## src/rtl/sim_ctrl_monitor.sv

```systemverilog
// Top-level simulation controller: counts cycles, emits heartbeats, collects finish/fail
// requests from NUM_SRC channels, runs a watchdog and drains before declaring a verdict.
module sim_ctrl_monitor #(
  parameter int NUM_SRC      = 4,
  parameter int CNT_W        = 32,
  parameter int HEARTBEAT    = 1000,
  parameter int TIMEOUT      = 0,
  parameter int DRAIN_CYCLES = 4,
  parameter int USE_FINISH   = 1,
  parameter int VERBOSE      = 1
) (
  input  logic               clk,
  input  logic               rst_n,
  input  logic [NUM_SRC-1:0] finish_req,
  input  logic [NUM_SRC-1:0] fail_req,
  output logic [CNT_W-1:0]   cycle_count,
  output logic               heartbeat,
  output logic               running,
  output logic               draining,
  output logic               done,
  output logic               pass,
  output logic               timeout,
  output logic [NUM_SRC-1:0] fail_src,
  output logic [NUM_SRC-1:0] finish_src
);

  typedef enum logic [1:0] {
    ST_RUN   = 2'd0,
    ST_DRAIN = 2'd1,
    ST_DONE  = 2'd2
  } state_t;

  localparam int HB_W = (HEARTBEAT > 1) ? $clog2(HEARTBEAT) : 1;
  localparam int DR_W = (DRAIN_CYCLES > 1) ? $clog2(DRAIN_CYCLES + 1) : 1;

  localparam logic [HB_W-1:0]  HB_LAST  = (HEARTBEAT > 0) ? HB_W'(HEARTBEAT - 1) : {HB_W{1'b0}};
  localparam logic [DR_W-1:0]  DR_LOAD  = DR_W'(DRAIN_CYCLES);
  localparam logic [DR_W-1:0]  DR_ONE   = DR_W'(1'b1);
  localparam logic [CNT_W-1:0] CNT_MAX  = {CNT_W{1'b1}};
  localparam logic [CNT_W-1:0] CNT_ONE  = CNT_W'(1'b1);
  localparam logic [CNT_W-1:0] TO_LAST  = (TIMEOUT > 0) ? CNT_W'(TIMEOUT - 1) : {CNT_W{1'b0}};
  localparam logic [HB_W-1:0]  HB_ONE   = HB_W'(1'b1);

  state_t               state_r;
  logic [CNT_W-1:0]     cycle_count_r;
  logic [HB_W-1:0]      hb_cnt_r;
  logic [DR_W-1:0]      drain_cnt_r;
  logic                 heartbeat_r;
  logic                 draining_r;
  logic                 done_r;
  logic                 pass_r;
  logic                 timeout_r;
  logic [NUM_SRC-1:0]   fail_src_r;
  logic [NUM_SRC-1:0]   finish_src_r;

  state_t               state_next_s;
  logic                 active_s;
  logic                 any_finish_s;
  logic                 any_fail_s;
  logic                 trig_timeout_s;
  logic                 trigger_s;
  logic                 drain_last_s;
  logic                 enter_done_s;
  logic                 hb_wrap_s;
  logic                 pass_next_s;
  logic                 timeout_next_s;
  logic [CNT_W-1:0]     cycle_count_next_s;
  logic [NUM_SRC-1:0]   fail_src_next_s;

  // Trigger detection, next-state and next-value computation
  always_comb begin
    active_s       = (state_r == ST_RUN) || (state_r == ST_DRAIN);
    any_finish_s   = |finish_req;
    any_fail_s     = |fail_req;
    // The watchdog only fires on a quiet cycle; a real request takes precedence.
    trig_timeout_s = (TIMEOUT > 0) && (state_r == ST_RUN) && (cycle_count_r == TO_LAST)
                     && !any_finish_s && !any_fail_s;
    trigger_s      = (state_r == ST_RUN) && (any_finish_s || any_fail_s || trig_timeout_s);
    drain_last_s   = (state_r == ST_DRAIN) && (drain_cnt_r <= DR_ONE);
    hb_wrap_s      = (HEARTBEAT > 0) && active_s && (hb_cnt_r == HB_LAST);

    if (active_s) begin
      cycle_count_next_s = (cycle_count_r == CNT_MAX) ? cycle_count_r : (cycle_count_r + CNT_ONE);
      fail_src_next_s    = fail_src_r | fail_req;
    end else begin
      cycle_count_next_s = cycle_count_r;
      fail_src_next_s    = fail_src_r;
    end

    timeout_next_s = timeout_r | trig_timeout_s;
    pass_next_s    = (fail_src_next_s == {NUM_SRC{1'b0}}) && !timeout_next_s;

    case (state_r)
      ST_RUN: begin
        if (trigger_s) begin
          state_next_s = (DRAIN_CYCLES == 0) ? ST_DONE : ST_DRAIN;
        end else begin
          state_next_s = ST_RUN;
        end
      end
      ST_DRAIN: begin
        if (drain_last_s) begin
          state_next_s = ST_DONE;
        end else begin
          state_next_s = ST_DRAIN;
        end
      end
      ST_DONE: state_next_s = ST_DONE;
      default: state_next_s = ST_RUN;
    endcase

    enter_done_s = (state_next_s == ST_DONE) && (state_r != ST_DONE);
  end

  // Controller state and all registered outputs
  always_ff @(posedge clk or negedge rst_n) begin
    if (!rst_n) begin
      state_r       <= ST_RUN;
      cycle_count_r <= {CNT_W{1'b0}};
      hb_cnt_r      <= {HB_W{1'b0}};
      drain_cnt_r   <= {DR_W{1'b0}};
      heartbeat_r   <= 1'b0;
      draining_r    <= 1'b0;
      done_r        <= 1'b0;
      pass_r        <= 1'b0;
      timeout_r     <= 1'b0;
      fail_src_r    <= {NUM_SRC{1'b0}};
      finish_src_r  <= {NUM_SRC{1'b0}};
    end else begin
      state_r       <= state_next_s;
      cycle_count_r <= cycle_count_next_s;
      fail_src_r    <= fail_src_next_s;
      timeout_r     <= timeout_next_s;
      heartbeat_r   <= hb_wrap_s;
      draining_r    <= (state_next_s == ST_DRAIN);
      done_r        <= (state_next_s == ST_DONE);

      if (trigger_s) begin
        finish_src_r <= finish_req;
      end else begin
        finish_src_r <= finish_src_r;
      end

      if (trigger_s) begin
        drain_cnt_r <= DR_LOAD;
      end else if ((state_r == ST_DRAIN) && (drain_cnt_r != {DR_W{1'b0}})) begin
        drain_cnt_r <= drain_cnt_r - DR_ONE;
      end else begin
        drain_cnt_r <= drain_cnt_r;
      end

      if (hb_wrap_s) begin
        hb_cnt_r <= {HB_W{1'b0}};
      end else if ((HEARTBEAT > 0) && active_s) begin
        hb_cnt_r <= hb_cnt_r + HB_ONE;
      end else begin
        hb_cnt_r <= hb_cnt_r;
      end

      if (enter_done_s) begin
        pass_r <= pass_next_s;
      end else begin
        pass_r <= pass_r;
      end
    end
  end

  assign running     = (state_r == ST_RUN);
  assign cycle_count = cycle_count_r;
  assign heartbeat   = heartbeat_r;
  assign draining    = draining_r;
  assign done        = done_r;
  assign pass        = pass_r;
  assign timeout     = timeout_r;
  assign fail_src    = fail_src_r;
  assign finish_src  = finish_src_r;

`ifndef SYNTHESIS
  // Start-of-simulation banner
  initial begin
    $display("[%0t] Model running...", $time);
  end

  // Messages use the values being registered on this edge so they match what the outputs will show
  always @(posedge clk) begin
    if (rst_n && (VERBOSE != 0)) begin
      if (hb_wrap_s) begin
        $display("[%0d] heartbeat", cycle_count_next_s);
      end
      if (trigger_s) begin
        for (int i = 0; i < NUM_SRC; i++) begin
          if (finish_req[i]) $display("[%0d] finish request on channel %0d", cycle_count_r, i);
          if (fail_req[i])   $display("[%0d] fail request on channel %0d", cycle_count_r, i);
        end
        if (trig_timeout_s) $display("[%0d] watchdog timeout", cycle_count_r);
      end
      if (enter_done_s) begin
        $display("[%0d] simulation done: %s fail_src=%b timeout=%0d",
                 cycle_count_next_s, pass_next_s ? "PASS" : "FAIL", fail_src_next_s, timeout_next_s);
      end
    end
    if (rst_n && (USE_FINISH != 0) && enter_done_s) begin
      $finish;
    end
  end
`endif

endmodule

```

## config.mk

```make
export PLATFORM = sky130hd
export DESIGN_NAME = sim_ctrl_monitor
export DESIGN_NICKNAME = d
export VERILOG_FILES = /design/src/rtl/sim_ctrl_monitor.sv
export SDC_FILE = /design/constraint.sdc
export NUM_CORES = 1
export LEC_CHECK = 0
export CAP_MARGIN = 20
export CORE_MARGIN = 1.5
export CORE_UTILIZATION = 55
export CTS_BUF_LIST = sky130_fd_sc_hd__clkbuf_4 sky130_fd_sc_hd__clkbuf_8 sky130_fd_sc_hd__clkbuf_16
export CTS_CLUSTER_DIAMETER = 150
export DETAILED_ROUTE_END_ITERATION = 10
export GPL_TIMING_DRIVEN = 0
export HOLD_SLACK_MARGIN = 0.08
export PLACE_DENSITY = 0.95
export SLEW_MARGIN = 20
export SYNTH_ARGS = -nofsm -noshare
export SYNTH_HDL_FRONTEND = slang
export SYNTH_SLANG_ARGS = --single-unit
```

## constraint.sdc

```tcl
create_clock -name clk -period 3.6 [get_ports clk]
set_input_delay 0.72 -clock clk [delete_from_list [all_inputs] [get_ports clk]]
set_output_delay 0.72 -clock clk [all_outputs]
set_load 0.02 [all_outputs]
```

==> flow_metrics.py <==
metrics = {
    "pwr": {
        "p_leak_nw": 1.56,
        "share_seq_of_total_power": 0.512,
        "power.share.clock": 0.467,
        "switching_share": 0.215,
        "design_power_total_mw": 1.29,
        "share_comb_of_total_power": 0.021,
        "power_report.internal_total_mw": 1.02,
        "peakVddDrop_mv": 0.249,
        "switching_power_mw": 0.279,
        "cellPowerDensity_nw_per_um2": 361,
    },
    "place": {
        "port-buffer-count": 54,
        "place.detailed.hpwl_um": 4220,
        "place_congestion": 0.810,
        "dpl_cell_area_um2": 3390,
    },
    "synth": {
        "synth_edf_count": 0,
        "synth.top_cell.area_share": 0.533,
        "yosys.cell_types.count": 37,
        "yosys_register_bits": 59,
        "yosysWarningCount": 0,
        "synth.top_cells.by_area": "dfrtp_1 53%, xnor2_1 8.5%, nand3_1 3.3%, xor2_1 3.2%, and4_1 2.8%",
        "synth_fp_nets": 268,
        "synthCells": 253,
        "synth_top_cell_by_area": "dfrtp_1",
        "postSynth.asyncResetShare": 1.00,
        "syn-cell-area_um2": 2770,
        "sequential_area_share_after_synthesis": 0.533,
        "synthFlopType": "dfrtp_1",
        "syn-mean-instance-area_um2": 10.9,
    },
    "clock_tree": {
        "cts_repair_resizes": 0,
        "ctsLongestPathBuffers": 2,
        "clkSinkCount": 59,
        "clk_pin_slew_worst_paths_ns": 0.07,
        "numCtsBuffers": 9,
        "post_cts_buffers": 0,
        "ctsHoldBuffers": 0,
        "cts_tree": "yes",
        "htreeDepth": 3,
        "root_buffer": "clkbuf_8",
        "clk_latency_ns": 0.34,
    },
    "cells_and_area": {
        "stdcell_area_um2": 3590,
        "layout.cells.most_common": "dfrtp_1",
        "post_route_cells_drive_above_1_share": 0.0960,
        "final_cell_mix": "59 x dfrtp_1, 53 x clkdlybuf4s50_1, 27 x xnor2_1",
        "layout.nets": 333,
        "insertedDiodeCount": 0,
        "finalCoreUtilization": 0.750,
        "syn2layout_area_growth_pct": 29.6,
    },
    "worst_setup_path": {
        "timing.critical_path.cells": "clkbuf_1, nor2_1, clkdlybuf4s50_1",
        "regToRegEndpoint": "cycle_count[22]$_DFFE_PN0P_",
        "timing.rr.start": "cycle_count[12]$_DFFE_PN0P_",
        "cpPeakStageDelay_ns": 0.63,
        "crit_slowest_cell": "clkdlybuf4s50_1",
        "flop2flop_setup_slack_ns": 1.46,
        "worst_setup_path_start_kind": "flop",
        "critPathArrivalTime_ns": 1.81,
        "critical_path_class": "flop to output pin",
        "crit_path_end_kind": "output pin",
        "ff2ff_path_depth": 5,
        "worst-endpoint-required_ns": 2.88,
        "crit_fanout": 10,
    },
    "drt": {
        "post_drt_antenna_nets": 0,
        "drt-pass1-iter-count": 4,
        "first_iter_violations": 162,
        "vias_per_cell": 5.65,
        "drt_wl_total_um": 6070,
        "detail_route.wl_per_cell_um": 15.6,
        "route.detailed.drc": 0,
        "num_vias": 2205,
    },
    "floorplanning": {
        "die-height_um": 74.0,
        "die-area_um2": 5470,
        "floorplan.rows": 25,
        "core_area_um2": 4790,
        "die_x_um": 74.0,
        "start_util": 0.579,
        "ios": 56,
    },
    "timing": {
        "setup-violations-final": 0,
        "post-route-min-period_ns": 2.53,
        "finalCritPeriodShare": 0.704,
        "worst_slew_pin_slew_ns": 1.02,
        "rsz0062_at_grt": "no",
        "finalHoldViolations": 0,
        "slew-limit-headroom": 0.311,
        "timing.fmax_mhz": 395,
        "final.setup_skew_ns": 0.0104,
        "timing_max_transition_violations_final": 0,
        "sum_neg_setup_slack_ns": 0,
    },
    "global_route": {
        "global_route.usage.met2": 0.390,
        "global_route.usage.met1": 0.309,
        "grtUsageMet3": 0.0732,
        "grt_usage": 0.244,
        "largest_net_degree_at_the_start_of_global_routing": 60,
        "gr-total-overflow": 0,
        "antenna_found_initial": 0,
        "global_route_wire_length_before_repair_um": 10100,
        "busiest_layer": "met2",
        "via_count_of_the_first_global_routing_pass": 2224,
    },
    "hold_path": {
        "holdCritPathClass": "input port to async pin",
    },
    "run_status": {
        "run_status": "completed",
    },
    "job": {
        "timing.max_cap.violations": 0,
    },
}
## kinds of logic (layout without fill, tap and decap cells)
logic type | after synthesis | after routing | share of synthesized area
muxes | 6 | 6 | 0.0244
DFF | 59 | 59 | 0.533
AOI/OAI and AO/OA | 24 | 24 | 0.0578
other | 1 | 1 | 0.00135
adders and majority gates | 5 | 5 | 0.0226
buffers and inverters | 14 | 84 | 0.0262
xor gates and xnor gates | 37 | 37 | 0.117
and+or+nand+nor | 107 | 107 | 0.218
## cell usage after synthesis (all sizes together) (4+ instances only)
cell	count
xnor2	27
nand2	16
nor3	6
and4	9
nor4	5
inv	6
ha	5
nand4	12
nand3	18
buf	4
dfrtp	59
o21ai	7
a21o	5
xor2	10
and3	13
mux2	6
clkbuf	4
nor2	17
## power by group through the flow
stage | clock (mW) | sequential, mW | combinational, mW
after floorplan | 0 | 0.676 | 0.00240
after global placement | 0 | 0.676 | 0.0270
after detailed placement | 0 | 0.676 | 0.0273
after CTS | 0.605 | 0.663 | 0.0273
after global routing | 0.643 | 0.663 | 0.0298
final | 0.604 | 0.663 | 0.0268
## worst max-delay path by stage
| stage | start | endpoint | slack, ns | cells after the start |
|---|---|---|---|---|
| after global routing | state_r[1]$_DFF_PN0_ | running | 0.99 | 3 |
| final | state_r[1]$_DFF_PN0_ | running | 1.07 | 3 |
| after detailed placement | finish_req[0] | finish_src[3]$_DFFE_PN0P_ | 1.25 | 4 |
| after global placement | rst_n | cycle_count[27]$_DFFE_PN0P_ | 0.05 | 1 |
| after CTS | state_r[1]$_DFF_PN0_ | running | 1.08 | 3 |
| after floorplan | cycle_count[12]$_DFFE_PN0P_ | cycle_count[18]$_DFFE_PN0P_ | 1.61 | 5 |
## layer usage
metal | wire, µm | vias up
li1 | - | 1026
met2 | 3040 | 62
met3 | 257 | 19
met5 | 0 | -
met1 | 2620 | 1098
met4 | 146 | 0
## state kept, by name, indices dropped and copies added (netlist names)
register     count
cycle_count     32
done             1
drain_cnt_r      3
draining         1
fail_src         4
finish_src       4
hb_cnt_r        10
heartbeat        1
pass             1
state_r          2
## critical path: cells and delay by family (launching register included)
family,cells,cell delay (ns)
buffers and inverters,2,0.87
DFF,1,0.41
and+or+nand+nor,1,0.20
## stage by stage
stage          hold WS (ns)  instances  worst slack [ns]
6_report              0.449        390              1.07
5_1_grt               0.501        390             0.992
4_1_cts               0.465        390              1.08
3_5_place_dp          0.476        374              1.25
3_3_place_gp          0.461        374            0.0518
2_1_floorplan         0.424        253              1.61
## cell type report
type | instances | area (µm²)
clock inverters | 5 | 52.6
flip-flops and latches | 59 | 1480
plain buffers | 8 | 50.0
inverters | 6 | 22.5
well taps | 67 | 83.8
fillers | 318 | 1200
clock buffers | 11 | 145
multi-input cells | 180 | 1220
repair buffers | 54 | 538
Note: power is estimated with default switching activity, not from simulation.
